===== config.mk =====
export PLATFORM = sky130hd
export DESIGN_NAME = scan_sequencer
export DESIGN_NICKNAME = d
export VERILOG_FILES = /design/src/rtl/scan_sequencer.sv
export SDC_FILE = /design/constraint.sdc
export NUM_CORES = 1
export LEC_CHECK = 0
export BUFFER_PORTS_ARGS = -buffer_cell sky130_fd_sc_hd__buf_4
export CAP_MARGIN = 20
export CORE_ASPECT_RATIO = 1.25
export CORE_MARGIN = 2
export CORE_UTILIZATION = 35
export CTS_CLUSTER_DIAMETER = 200
export DETAILED_ROUTE_END_ITERATION = 8
export GPL_ROUTABILITY_DRIVEN = 0
export PLACE_DENSITY = 0.63
export SETUP_SLACK_MARGIN = 0.05
export SLEW_MARGIN = 20
export SYNTH_ARGS = -nofsm -noshare
export SYNTH_HDL_FRONTEND = slang
export SYNTH_SLANG_ARGS = --single-unit

===== constraint.sdc =====
create_clock -name clk_100M -period 2.9 [get_ports clk_100M]
set_input_delay 0.29 -clock clk_100M [delete_from_list [all_inputs] [get_ports clk_100M]]
set_output_delay 0.29 -clock clk_100M [all_outputs]
set_load 0.005 [all_outputs]

===== src/rtl/scan_sequencer.sv =====
// Film scanner scan controller: driver wake, optional carriage homing, then a step/settle/capture loop per line.
// Homing is compiled in only when SCAN_HOME_EN is defined; otherwise WAKE proceeds straight to SETTLE_H.
module scan_sequencer #(
    parameter int STEP_HALF  = 50000,
    parameter int SETTLE_CYC = 100000,
    parameter int HOME_MAX   = 20000
) (
    input  logic        clk_100M,
    input  logic        nrst,
    input  logic        start,
    input  logic        abort,
    input  logic [15:0] n_lines,
    input  logic [7:0]  steps_per_line,
    input  logic        dir_fwd,
    input  logic        mtr_nhome,
    input  logic        mtr_nflt,
    input  logic        line_done,
    output logic        mtr_step,
    output logic        mtr_dir,
    output logic        mtr_nen,
    output logic        mtr_slp,
    output logic        mtr_nrst,
    output logic        line_req,
    output logic        led_on,
    output logic        busy,
    output logic        done,
    output logic        fault,
    output logic [15:0] line_cnt
);
    localparam logic [3:0] ST_IDLE     = 4'd0;
    localparam logic [3:0] ST_WAKE     = 4'd1;
    localparam logic [3:0] ST_HOME     = 4'd2;
    localparam logic [3:0] ST_SETTLE_H = 4'd3;
    localparam logic [3:0] ST_STEP     = 4'd4;
    localparam logic [3:0] ST_SETTLE   = 4'd5;
    localparam logic [3:0] ST_CAPTURE  = 4'd6;
    localparam logic [3:0] ST_DONE     = 4'd7;
    localparam logic [3:0] ST_FAULT    = 4'd8;

    localparam logic [31:0] SETTLE_LAST = 32'(SETTLE_CYC - 1);
    localparam logic [31:0] HALF_CYC    = 32'(STEP_HALF);
    localparam logic [31:0] STEP_LAST   = 32'(2 * STEP_HALF - 1);
`ifdef SCAN_HOME_EN
    localparam logic [31:0] HALF_LAST   = 32'(STEP_HALF - 1);
    localparam logic [31:0] HOME_LAST   = 32'(HOME_MAX - 1);
`else
    localparam int          unused_home_max = HOME_MAX;
`endif

    logic [3:0]  state_r, state_nxt_s;
    logic [31:0] cnt_r, cnt_nxt_s;
    logic [31:0] ph_r, ph_nxt_s;
    logic [7:0]  step_cnt_r, step_cnt_nxt_s;
    logic [15:0] lines_r, lines_nxt_s;
    logic [7:0]  spl_r, spl_nxt_s;
    logic        dir_fwd_r, dir_fwd_nxt_s;
    logic [15:0] line_cnt_r, line_cnt_nxt_s;
    logic [15:0] line_inc_s;
    logic        nflt_meta_r, nflt_sync_r;
    logic        mtr_step_r, mtr_dir_r, mtr_nen_r, mtr_slp_r, mtr_nrst_r;
    logic        line_req_r, led_on_r, busy_r, done_r, fault_r;
    logic        drv_on_s, step_nxt_s, dir_nxt_s, line_req_nxt_s, done_nxt_s;
`ifdef SCAN_HOME_EN
    logic        nhome_meta_r, nhome_sync_r;
    logic [31:0] home_cnt_r, home_cnt_nxt_s;
`else
    logic        unused_nhome_s;
    assign unused_nhome_s = mtr_nhome;
`endif

    function automatic logic is_busy(input logic [3:0] st);
        return (st != ST_IDLE) && (st != ST_FAULT);
    endfunction

    // Driver and backlight are powered in every scanning state; DONE already returns them to idle
    function automatic logic drive_on(input logic [3:0] st);
        case (st)
            ST_WAKE, ST_HOME, ST_SETTLE_H, ST_STEP, ST_SETTLE, ST_CAPTURE: return 1'b1;
            default: return 1'b0;
        endcase
    endfunction

    // Two-flop synchroniser for the asynchronous driver fault input
    always_ff @(posedge clk_100M or negedge nrst) begin
        if (!nrst) begin
            nflt_meta_r <= 1'b1;
            nflt_sync_r <= 1'b1;
        end else begin
            nflt_meta_r <= mtr_nflt;
            nflt_sync_r <= nflt_meta_r;
        end
    end

`ifdef SCAN_HOME_EN
    // Two-flop synchroniser for the asynchronous home switch input
    always_ff @(posedge clk_100M or negedge nrst) begin
        if (!nrst) begin
            nhome_meta_r <= 1'b1;
            nhome_sync_r <= 1'b1;
        end else begin
            nhome_meta_r <= mtr_nhome;
            nhome_sync_r <= nhome_meta_r;
        end
    end
`endif

    assign line_inc_s = line_cnt_r + 16'd1;

    // Next-state and counter logic; abort outranks a driver fault, which outranks normal sequencing
    always_comb begin
        state_nxt_s    = state_r;
        cnt_nxt_s      = cnt_r;
        ph_nxt_s       = ph_r;
        step_cnt_nxt_s = step_cnt_r;
        lines_nxt_s    = lines_r;
        spl_nxt_s      = spl_r;
        dir_fwd_nxt_s  = dir_fwd_r;
        line_cnt_nxt_s = line_cnt_r;
`ifdef SCAN_HOME_EN
        home_cnt_nxt_s = home_cnt_r;
`endif
        if (abort) begin
            state_nxt_s = ST_IDLE;
        end else if (is_busy(state_r) && !nflt_sync_r) begin
            state_nxt_s = ST_FAULT;
        end else begin
            case (state_r)
                ST_IDLE: begin
                    if (start) begin
                        lines_nxt_s    = n_lines;
                        spl_nxt_s      = steps_per_line;
                        dir_fwd_nxt_s  = dir_fwd;
                        line_cnt_nxt_s = 16'd0;
                        cnt_nxt_s      = 32'd0;
                        state_nxt_s    = ST_WAKE;
                    end else begin
                        state_nxt_s = ST_IDLE;
                    end
                end
                ST_WAKE: begin
                    if (cnt_r == SETTLE_LAST) begin
                        cnt_nxt_s = 32'd0;
                        ph_nxt_s  = 32'd0;
`ifdef SCAN_HOME_EN
                        home_cnt_nxt_s = 32'd0;
                        state_nxt_s    = ST_HOME;
`else
                        state_nxt_s    = ST_SETTLE_H;
`endif
                    end else begin
                        cnt_nxt_s = cnt_r + 32'd1;
                    end
                end
`ifdef SCAN_HOME_EN
                // The switch is judged at the end of each low phase, so a found home emits no further pulse
                ST_HOME: begin
                    if ((ph_r == HALF_LAST) && !nhome_sync_r) begin
                        state_nxt_s = ST_SETTLE_H;
                        cnt_nxt_s   = 32'd0;
                        ph_nxt_s    = 32'd0;
                    end else if (ph_r == STEP_LAST) begin
                        ph_nxt_s = 32'd0;
                        if (home_cnt_r == HOME_LAST) begin
                            state_nxt_s = ST_FAULT;
                        end else begin
                            home_cnt_nxt_s = home_cnt_r + 32'd1;
                        end
                    end else begin
                        ph_nxt_s = ph_r + 32'd1;
                    end
                end
`endif
                ST_SETTLE_H: begin
                    if (cnt_r == SETTLE_LAST) begin
                        cnt_nxt_s      = 32'd0;
                        ph_nxt_s       = 32'd0;
                        step_cnt_nxt_s = 8'd0;
                        if (lines_r == 16'd0) begin
                            state_nxt_s = ST_DONE;
                        end else begin
                            state_nxt_s = ST_STEP;
                        end
                    end else begin
                        cnt_nxt_s = cnt_r + 32'd1;
                    end
                end
                // The exit decision takes one low cycle after the last pulse, before SETTLE starts counting
                ST_STEP: begin
                    if ((ph_r == 32'd0) && (step_cnt_r == spl_r)) begin
                        state_nxt_s = ST_SETTLE;
                        cnt_nxt_s   = 32'd0;
                    end else if (ph_r == STEP_LAST) begin
                        ph_nxt_s       = 32'd0;
                        step_cnt_nxt_s = step_cnt_r + 8'd1;
                    end else begin
                        ph_nxt_s = ph_r + 32'd1;
                    end
                end
                ST_SETTLE: begin
                    if (cnt_r == SETTLE_LAST) begin
                        state_nxt_s = ST_CAPTURE;
                    end else begin
                        cnt_nxt_s = cnt_r + 32'd1;
                    end
                end
                ST_CAPTURE: begin
                    if (line_done) begin
                        line_cnt_nxt_s = line_inc_s;
                        ph_nxt_s       = 32'd0;
                        step_cnt_nxt_s = 8'd0;
                        if (line_inc_s == lines_r) begin
                            state_nxt_s = ST_DONE;
                        end else begin
                            state_nxt_s = ST_STEP;
                        end
                    end else begin
                        state_nxt_s = ST_CAPTURE;
                    end
                end
                ST_DONE:  state_nxt_s = ST_IDLE;
                ST_FAULT: state_nxt_s = ST_FAULT;
                default:  state_nxt_s = ST_IDLE;
            endcase
        end
    end

    // Output values for the coming cycle, derived from the next state so outputs stay registered
    always_comb begin
        drv_on_s   = drive_on(state_nxt_s);
        step_nxt_s = 1'b0;
        dir_nxt_s  = mtr_dir_r;
        if (((state_nxt_s == ST_STEP) || (state_nxt_s == ST_HOME)) && (ph_nxt_s >= HALF_CYC)) begin
            step_nxt_s = 1'b1;
        end else begin
            step_nxt_s = 1'b0;
        end
        if (state_nxt_s == ST_HOME) begin
            dir_nxt_s = !dir_fwd_r;
        end else if (state_nxt_s == ST_STEP) begin
            dir_nxt_s = dir_fwd_r;
        end else begin
            dir_nxt_s = mtr_dir_r;
        end
        line_req_nxt_s = (state_nxt_s == ST_CAPTURE) && (state_r != ST_CAPTURE);
        done_nxt_s     = (state_r == ST_DONE) && (state_nxt_s == ST_IDLE) && !abort;
    end

    // State, counters and registered outputs
    always_ff @(posedge clk_100M or negedge nrst) begin
        if (!nrst) begin
            state_r    <= ST_IDLE;
            cnt_r      <= 32'd0;
            ph_r       <= 32'd0;
            step_cnt_r <= 8'd0;
            lines_r    <= 16'd0;
            spl_r      <= 8'd0;
            dir_fwd_r  <= 1'b0;
            line_cnt_r <= 16'd0;
`ifdef SCAN_HOME_EN
            home_cnt_r <= 32'd0;
`endif
            mtr_step_r <= 1'b0;
            mtr_dir_r  <= 1'b0;
            mtr_nen_r  <= 1'b1;
            mtr_slp_r  <= 1'b0;
            mtr_nrst_r <= 1'b0;
            line_req_r <= 1'b0;
            led_on_r   <= 1'b0;
            busy_r     <= 1'b0;
            done_r     <= 1'b0;
            fault_r    <= 1'b0;
        end else begin
            state_r    <= state_nxt_s;
            cnt_r      <= cnt_nxt_s;
            ph_r       <= ph_nxt_s;
            step_cnt_r <= step_cnt_nxt_s;
            lines_r    <= lines_nxt_s;
            spl_r      <= spl_nxt_s;
            dir_fwd_r  <= dir_fwd_nxt_s;
            line_cnt_r <= line_cnt_nxt_s;
`ifdef SCAN_HOME_EN
            home_cnt_r <= home_cnt_nxt_s;
`endif
            mtr_step_r <= step_nxt_s;
            mtr_dir_r  <= dir_nxt_s;
            mtr_nen_r  <= !drv_on_s;
            mtr_slp_r  <= drv_on_s;
            mtr_nrst_r <= drv_on_s;
            line_req_r <= line_req_nxt_s;
            led_on_r   <= drv_on_s;
            busy_r     <= is_busy(state_nxt_s);
            done_r     <= done_nxt_s;
            fault_r    <= (state_nxt_s == ST_FAULT);
        end
    end

    assign mtr_step = mtr_step_r;
    assign mtr_dir  = mtr_dir_r;
    assign mtr_nen  = mtr_nen_r;
    assign mtr_slp  = mtr_slp_r;
    assign mtr_nrst = mtr_nrst_r;
    assign line_req = line_req_r;
    assign led_on   = led_on_r;
    assign busy     = busy_r;
    assign done     = done_r;
    assign fault    = fault_r;
    assign line_cnt = line_cnt_r;

endmodule

* Word-level counts from Yosys, hierarchy flattened
Index checks and enable logic that the tools add are counted.
Storage, ports and cells: register bits 127, latch bits 0, RAM bits 0, memory bits (read-only) 0, bits of input ports 32, output and inout bits 26, memories 0
Cells by class: $add $sub $neg 4, $mul 0, div/mod/pow operators 0, magnitude comparators 1, eq/ne operators 28, shift-type cells 0, mux-type cells 35, bitwise operators 2, reductions and logical operators 29
Operator list (count):
- two-way mux 32 bit | 10
- case mux 32 bit (4 select lines) | 1
- case mux 32 bit (3 select lines) | 1
- adder 32 x 1 -> 32 bit, second input constant | 2
- == test 32 x 17 -> 1 bit, second input constant | 2
- greater-or-equal comparator 32 x 16 -> 1 bit, second input constant | 1
- logical NOT 32 bit | 1
- two-way mux 16 bit | 2
- two-way mux 8 bit | 4
- case mux 16 bit (2 select lines) | 1
- == test 4 x 3 -> 1 bit, second input constant | 7
- two-way mux 4 bit | 7
- case mux 4 bit (7 select lines) | 1
- case mux 8 bit (3 select lines) | 1
- adder 16 x 1 -> 16 bit, second input constant | 1
- == test 16 bit | 1
- logical NOT 16 bit | 1
- != test 2 bit, second input constant | 7
- == test 4 x 2 -> 1 bit, second input constant | 3
- nonzero test 4 bit | 3
- adder 8 x 1 -> 8 bit, second input constant | 1
- == test 4 x 1 -> 1 bit, second input constant | 2
- == test 4 bit, second input constant | 2
- == test 8 bit | 1
- 17 further kinds | 36

* Depth between registers and ports, before layout
Gate-level depths: netlist (run 1).
depth in word-level cells 11, mapped depth 13, depth with buffers taken out 11

* Least setup slack after synthesis (run 1)
Ideal clock, no wire load.
path type reg2reg, from reg cnt_r[14], to reg mtr_step_r (netlist: mtr_step), data arrival time 2.755 ns, required time 2.776 ns, path slack 0.021 ns, stages on the path, launching flop included 10, path buffers 0, period minus slack after synthesis 2.879 ns, cells stage by stage dfrtp_1 or4_4 nor4_4 and3b_1 o21ai_2 o21bai_1 a21o_1 or4_1 nand4bb_1 o31a_1
On the way: elaborated cells on any way between the ends 17, those cells by class order compare: 1; eq/ne: 3; mux: 11; reduce/logical: 2
RTL lines:
- start, declared | line 51 | logic [31:0] cnt_r, cnt_nxt_s;
- start signal, assigned | line 274 | cnt_r <= cnt_nxt_s;
- == test 32 x 17 -> 1 bit | line 141, 174
- two-way mux 32 bit | line 141, 174
- case mux 32 bit (3 select lines) | line 127 | case (state_r)
- two-way mux 32 bit | line 124 | end else if (is_busy(state_r) && !nflt_sync_r) begin
- two-way mux 32 bit | line 122 | if (abort) begin
- net ph_nxt_s[17] | line 52 | logic [31:0] ph_r, ph_nxt_s;
- greater-or-equal comparator 32 x 16 -> 1 bit | line 232 | if (((state_nxt_s == ST_STEP) || (state_nxt_s == ST_HOME)) && (ph_nxt_s >= HALF_CYC)) begin
- logical AND 1 bit | line 232
- two-way mux 1 bit | line 232
- net step_nxt_s | line 62 | logic drv_on_s, step_nxt_s, dir_nxt_s, line_req_nxt_s, done_nxt_s;
- end signal, assigned | line 284 | mtr_step_r <= step_nxt_s;
- end, declared | line 60 | logic mtr_step_r, mtr_dir_r, mtr_nen_r, mtr_slp_r, mtr_nrst_r;
The timed path passes the listed nets, and every way through them passes these cells. A chain may end at the register's enable or synchronous reset.

* Worst setup path after layout (run 1)
from reg cnt_r[18], to reg mtr_step_r (netlist: mtr_step)
Same word-level chain as after synthesis.

==> results of run 1 <==
## registers in the layout, summed over array words and instances, names as in the netlist
signal       flops
spl_r            8
nflt_meta_r      1
mtr_step         1
state_r          4
fault            1
nflt_sync_r      1
done             1
led_on           1
dir_fwd_r        1
ph_r            32
lines_r         16
mtr_nen          1
cnt_r           32
mtr_dir          1
line_cnt        16
step_cnt_r       8
busy             1
line_req         1
## synthesized netlist by cell type (3+ instances only)
library cell / instances
dfrtp_1: 124
nand2_1: 82
o21ai_0: 76
nor2_1: 70
a21oi_1: 34
nand3_1: 32
mux2_2: 27
xnor2_1: 25
clkbuf_1: 24
xor2_1: 24
nor4_1: 23
o31ai_1: 22
and3_1: 21
nand4_1: 21
inv_1: 18
or3_1: 18
and2_1: 13
nor3_1: 13
a31oi_1: 9
nand2b_1: 9
nor2b_1: 6
o41ai_1: 6
or2_2: 6
buf_2: 5
ha_1: 5
nand4b_1: 5
o21ai_1: 5
a21o_1: 4
and4_1: 3
dfstp_2: 3
mux2i_1: 3
nor4_4: 3
o22ai_1: 3
or4_1: 3
## cell type report
type                       count  area (sq um)  area share [%]
clock buffer                  19           453            4.77
clock inverter                11           141            1.49
inverter                      18          67.6           0.712
multi-input combinational    607          3920            41.3
sequential                   127          3180            33.5
tap                          270           338            3.56
timing repair buffer         179          1390            14.7
## how the worst max path moves through the flow
stage / cells past startpoint / slack, ns / from / endpoint
CTS: 9 / -0.09 / cnt_r[14]$_DFFE_PN0P_ / mtr_step$_DFF_PN0_
finish: 9 / -0.07 / cnt_r[18]$_DFFE_PN0P_ / mtr_step$_DFF_PN0_
detailed placement: 9 / -0.11 / cnt_r[22]$_DFFE_PN0P_ / mtr_step$_DFF_PN0_
global placement: 9 / -0.08 / cnt_r[22]$_DFFE_PN0P_ / mtr_step$_DFF_PN0_
global route: 9 / -0.22 / cnt_r[18]$_DFFE_PN0P_ / mtr_step$_DFF_PN0_
floorplan: 10 / 0.05 / cnt_r[17]$_DFFE_PN0P_ / mtr_step$_DFF_PN0_
## metal layers
metal	GRT usage [%]	wire (um)	part of all wire [%]
met5	0	0	0
met4	6.77	463	2.5
met3	4.23	801	4.3
met2	30.1	9240	49
met1	22.0	8280	44
## kinds of logic (layout without fill, tap and decap cells)
family	count (synthesis)	count (layout)	share of synthesized area, %
AND/OR/NAND/NOR	343	343	25.7
AO/OA/AOI/OAI	180	180	15.2
flip-flops	127	127	44.4
buffers and inverters	53	227	3.18
XOR/XNOR	49	49	5.98
multiplexers	30	30	4.66
adder cells (fa/ha/maj)	5	5	0.872
## per-stage QoR
stage | setup WS [ns] | util, % | std cells | TNS (ns)
after floorplan | 0.0498 | - | 787 | 0
after CTS | -0.0931 | 46.5 | 1227 | -0.0966
after global routing | -0.217 | 47.2 | 1231 | -0.374
after detailed placement | -0.110 | 43.3 | 1195 | -0.318
final | -0.0700 | 47.2 | 1231 | -0.0700
after global placement | -0.0800 | 43.3 | 1195 | -0.177
## critical path, delay by kind of cell (launching register included)
kind	cells	cell delay, ns
flops	1	0.37
compound gates	4	0.71
simple gates	5	1.79
## where the power goes
part	leakage [nW]	switching, mW	internal, mW	total, mW
Clock	0.286	0.777	1.38	2.16
Sequential	1.70	0.109	1.88	1.99
Combinational	2.16	0.226	0.266	0.492
Total	4.15	1.11	3.53	4.64
## repair_timing
action	in CTS	in global routing
hold buffers	2	0
setup buffers	0	4
pin swaps	2	9
endpoints found under the hold margin	39	0
endpoints found under the setup margin	12	40
gates resized for setup	5	33
==> metrics.md, run 1 <==
| Metric | Value |
|---|---|
| Most frequent cells in the layout | buf_4, dfrtp_1, nand2_1 |
| Number of enable flip-flop cells after synthesis | 0 |
| CTS root buffer | clkbuf_16 |
| Minimum clock period | 2.97 ns |
| FP Rows | 58 |
| Top-area cell type share of the netlist area | 43.3% |
| Failing checks | negative setup slack |
| Layout Skew | 0.00879 ns |
| Type of origin of the critical path | register |
| Grt ovf | 0 |
| Final Cycle Share | 102% |
| Vias in the first global route | 6361 |
| Via density | 5.32 |
| Cell area after layout | 9500 sq um |
| Distinct cells, synth | 65 |
| Avg WL per Cell | 15.3 um |
| Crit-path cells | or4_4 -> nor4_4 -> and3b_2 -> o21ai_4 -> o21bai_1 -> a21o_1 -> or4_4 -> nand4bb_1 -> o31a_1 |
| Synthesis warning total | 0 |
| Initial drt markers | 461 |
| Most frequent CP cell | or4_4 |
| Commonest non-fill, non-tap cell in the layout | buf_4 |
| Max clock buf depth | 2 |
| HP Start | n_lines[12] |
| Starting density of the core | 35.7% |
| Critical-path top delay cell | or4_4 |
| Synthesized area | 7170 sq um |
| Run status | finished with violations |
| Worst slew pin tran | 0.648 ns |
| PortBufs | 56 |
| Seq/Total Area, Yosys | 44.4% |
| Cells after Synth | 787 |
| # fillers | 1905 |
| Worst R2R Path Depth | 9 |
| Share of post-route cells with drive strength above 1 | 29.8% |
| Dpl hpwl | 13800 um |
| Max-cap violations | 0 |
| Worst relative slew slack | 56.4% |
| R2R Setup Slk | -0.07 ns |
| Fmax | 0.337 GHz |
| Pin count of the biggest net entering global routing | 57 |
| Antenna Cells | 0 |
| RSZ-0062 raised after global routing | true |
| Worst min-delay path class | primary input to register |
| PD cells | 489 nW/um^2 |
| Vias | 6555 |
| Max incr delay on CP | 0.54 ns |
| Slew Viols, Final | 0 |
| Routed Antenna Nets | 0 |
| Routed WL | 18800 um |
| Worst r2r src | cnt_r[18]$_DFFE_PN0P_ |
| Initial antenna violation count | 0 |
| CTS tree | done |
| CORE AREA | 20100 sq um |
| I/O pin cnt | 58 |
| Max VDD drop | 0.409 mV |
| Clock transition at path regs | 0.06 ns |
| P&R area growth vs syn | 32.4% |
| Async SR Flop Fraction | 100% |
| Top FF cell, synth | dfrtp_1 |
| Htree depth | 4 |
| Die Ht | 164 um |
| DRC | 0 |
| Syn_nets | 824 |
| RR Endpoint | mtr_step$_DFF_PN0_ |
| Arr. time, crit path | 3.27 ns |
| Critical path class | register to register |
| First-pass GRT wire length | 31000 um |
| Syn Area/Cell | 9.11 sq um |
| Worst Hold Depth | 2 |
| All-layer global routing usage | 17.8% |
| DRT Pass-1 Iters | 5 |
| Hold Violations, Final | 0 |
| Req. time, crit path | 3.20 ns |
| Hold_ws | 0.102 ns |
| Area after DPL | 8700 sq um |
| Synth top area cells | dfrtp_1, o21ai_0, nand2_1 |
| CP Capture Type | register |
| Setup WS post-layout | -0.0700 ns |
| Pwr Total | 4.64 mW |
| Yosys reg bits | 127 |
| Inserted Clock Buffers | 17 |
| Nets | 987 |
| P_leak | 4.15 nW |
| Width of the die | 132 um |
| Worst Hold Endpoint | lines_r[12]$_DFFE_PN0P_ |
| Final setup fails | 1 |
| Die area | 21700 sq um |
| Skew-Pair Late Insertion Delay | 0.42 ns |
| Clk sinks | 127 |
| CP Max Fanout | 6 |
| Top cell type by total area after synthesis | dfrtp_1 |
(Power assumes the default switching activity.)
==> run 2: changes to the inputs <==
BUFFER_PORTS_ARGS = -buffer_cell sky130_fd_sc_hd__clkbuf_2   (was -buffer_cell sky130_fd_sc_hd__buf_4)
RECOVER_POWER = 50   (was not set)
==> metrics.md, run 2 (same netlist as run 1, synthesis figures left out) <==
| Metric | Value |
|---|---|
| Run status | finished with violations |
| Failing checks | max-capacitance violations, max-slew violations, negative setup slack |
| Routed Antenna Nets | 0 |
| All-layer global routing usage | 17.6% |
| Dpl cells | 1192 |
| Via density | 5.31 |
| Clock transition at path regs | 0.06 ns |
| Layout Skew | 0.0106 ns |
| Antenna Cells | 0 |
| Vias in the first global route | 6407 |
| PortBufs | 56 |
| Final Cycle Share | 102% |
| Inserted Clock Buffers | 17 |
| Clk sinks | 127 |
| Worst min-delay path class | primary input to register |
| Sequential power share | 43.0% |
| Pin count of the biggest net entering global routing | 73 |
| Critical path class | register to register |
| Share of post-route cells with drive strength above 1 | 27.8% |
| DRC | 0 |
| Starting density of the core | 35.7% |
| Skew-Pair Late Insertion Delay | 0.42 ns |
| Final setup TNS | -0.0546 ns |
| Grt ovf | 0 |
| Max-cap violations | 1 |
| Max clock buf depth | 2 |
| R2R Setup Slk | -0.05 ns |
| Die Ht | 164 um |
| CTS root buffer | clkbuf_16 |
| Nets | 984 |
| Sequential cell area | 3180 sq um |
| Arr. time, crit path | 3.26 ns |
| Minimum clock period | 2.95 ns |
| First-pass GRT wire length | 31100 um |
| Util after Layout | 46.2% |
| FP Rows | 58 |
| Cell area after layout | 9300 sq um |
| Type of origin of the critical path | register |
| Commonest non-fill, non-tap cell in the layout | dfrtp_1 |
| CORE AREA | 20100 sq um |
| Most frequent cells in the layout | dfrtp_1, buf_4, nand2_1 |
| I/O pin cnt | 58 |
| Max VDD drop | 0.364 mV |
| # fillers | 1936 |
| Worst relative slew slack | -9.09% |
| CP Capture Type | register |
| Avg WL per Cell | 15.1 um |
| CTS tree | done |
| Internal | 3.48 mW |
| Pwr Total | 4.63 mW |
| Final setup fails | 1 |
| Area after DPL | 8540 sq um |
| Clock network fraction of total power | 46.7% |
| Hold Violations, Final | 0 |
| Initial drt markers | 442 |
| Die area | 21700 sq um |
| Top Registers | cnt_r: 32 flops, ph_r: 32 flops |
| Initial antenna violation count | 0 |
| RSZ-0062 raised after global routing | true |
| Htree depth | 4 |
| Net Sw Power | 1.15 mW |
| DRT Pass-1 Iters | 5 |
| Slew Viols, Final | 73 |
| Sw Share | 24.8% |
| Vias | 6537 |
| Area of the multi-input gates | 3920 sq um |
| Setup WS post-layout | -0.0546 ns |
| PD cells | 498 nW/um^2 |
| Comb pwr share | 10.3% |
| CP Max Fanout | 7 |
| Width of the die | 132 um |
| Dpl hpwl | 13600 um |
| Worst slew pin tran | 1.64 ns |
| Fmax | 0.338 GHz |
| P_leak | 4.04 nW |
| Req. time, crit path | 3.20 ns |
| Routed WL | 18600 um |
| Fin cells | 1230 |
| P&R area growth vs syn | 29.6% |
==> run 2: cell count changes in the layout (fill, tap and decap cells not counted), moves of 3 or more <==
cell and change:
o21ai_1 -3, buf_4 -61, clkbuf_1 +11, clkbuf_2 +49, nand2_2 -4, o21ai_0 +3, nand2_1 +4
==> run 2: cell type report <==
cell class / instances / area share, %
clock buffer: 19 / 4.66
timing repair buffer: 175 / 12.8
sequential: 127 / 34.2
inverter: 18 / 0.727
multi-input combinational: 608 / 42.2
tap: 270 / 3.63
clock inverter: 13 / 1.78
==> run 2: metal layers <==
layer  share of wire, %  track usage, %  wire length (um)  vias up
li1                   -               -                 -     3199
met1                 44            21.9              8130     3163
met2                 50            30.6              9330      145
met3                4.2            3.55               787       30
met4                2.0            6.03               367        0
met5                  0               0                 0        -
==> run 2: repair_timing <==
item / in CTS / in global routing
cloned: 0 / 1
endpoints found under the setup margin: 9 / 33
gates resized for setup: 8 / 22
pin swaps: 6 / 15
setup buffers: 1 / 2
hold buffers: 2 / 0
hold endpoints to repair: 23 / 0
==> run 2: final timing paths <==
path	from	to	cells past startpoint
worst max-delay path	cnt_r[22]$_DFFE_PN0P_	mtr_step$_DFF_PN0_	9
worst min-delay path	steps_per_line[0]	spl_r[0]$_DFFE_PN0P_	2
worst max register to register	cnt_r[22]$_DFFE_PN0P_	mtr_step$_DFF_PN0_	9
worst min register to register	nflt_meta_r$_DFF_PN1_	nflt_sync_r$_DFF_PN1_	0
max in group asynchronous	nrst	ph_r[9]$_DFF_PN0_	3
min in group asynchronous	nrst	line_cnt[14]$_DFFE_PN0P_	2
==> run 2: power by group through the flow <==
| stage | Clock, mW | Combinational [mW] | Sequential, mW |
|---|---|---|---|
| 2_1_floorplan | 0 | 0.312 | 1.99 |
| 3_3_place_gp | 0 | 0.463 | 2.02 |
| 3_5_place_dp | 0 | 0.474 | 2.02 |
| 4_1_cts | 2.20 | 0.483 | 1.99 |
| 5_1_grt | 2.28 | 0.535 | 2.01 |
| 6_report | 2.16 | 0.479 | 1.99 |
==> run 2: critical path, cell delays in order (launching register included) <==
cell and delay, ns:
dfrtp_1 0.37, or4_4 0.55, nor4_4 0.28, and3b_2 0.25, o21ai_4 0.09, o21bai_1 0.18, a21o_1 0.17, or4_1 0.48
nand4bb_1 0.19, o31a_1 0.30
==> run 2: per-stage QoR <==
step                setup WS, ns  hold slack (ns)
finish                   -0.0546            0.101
global route              -0.195           0.0887
CTS                       -0.113           0.0868
detailed placement        -0.103            0.115
global placement          -0.108            0.113
floorplan                 0.0498         -0.00559
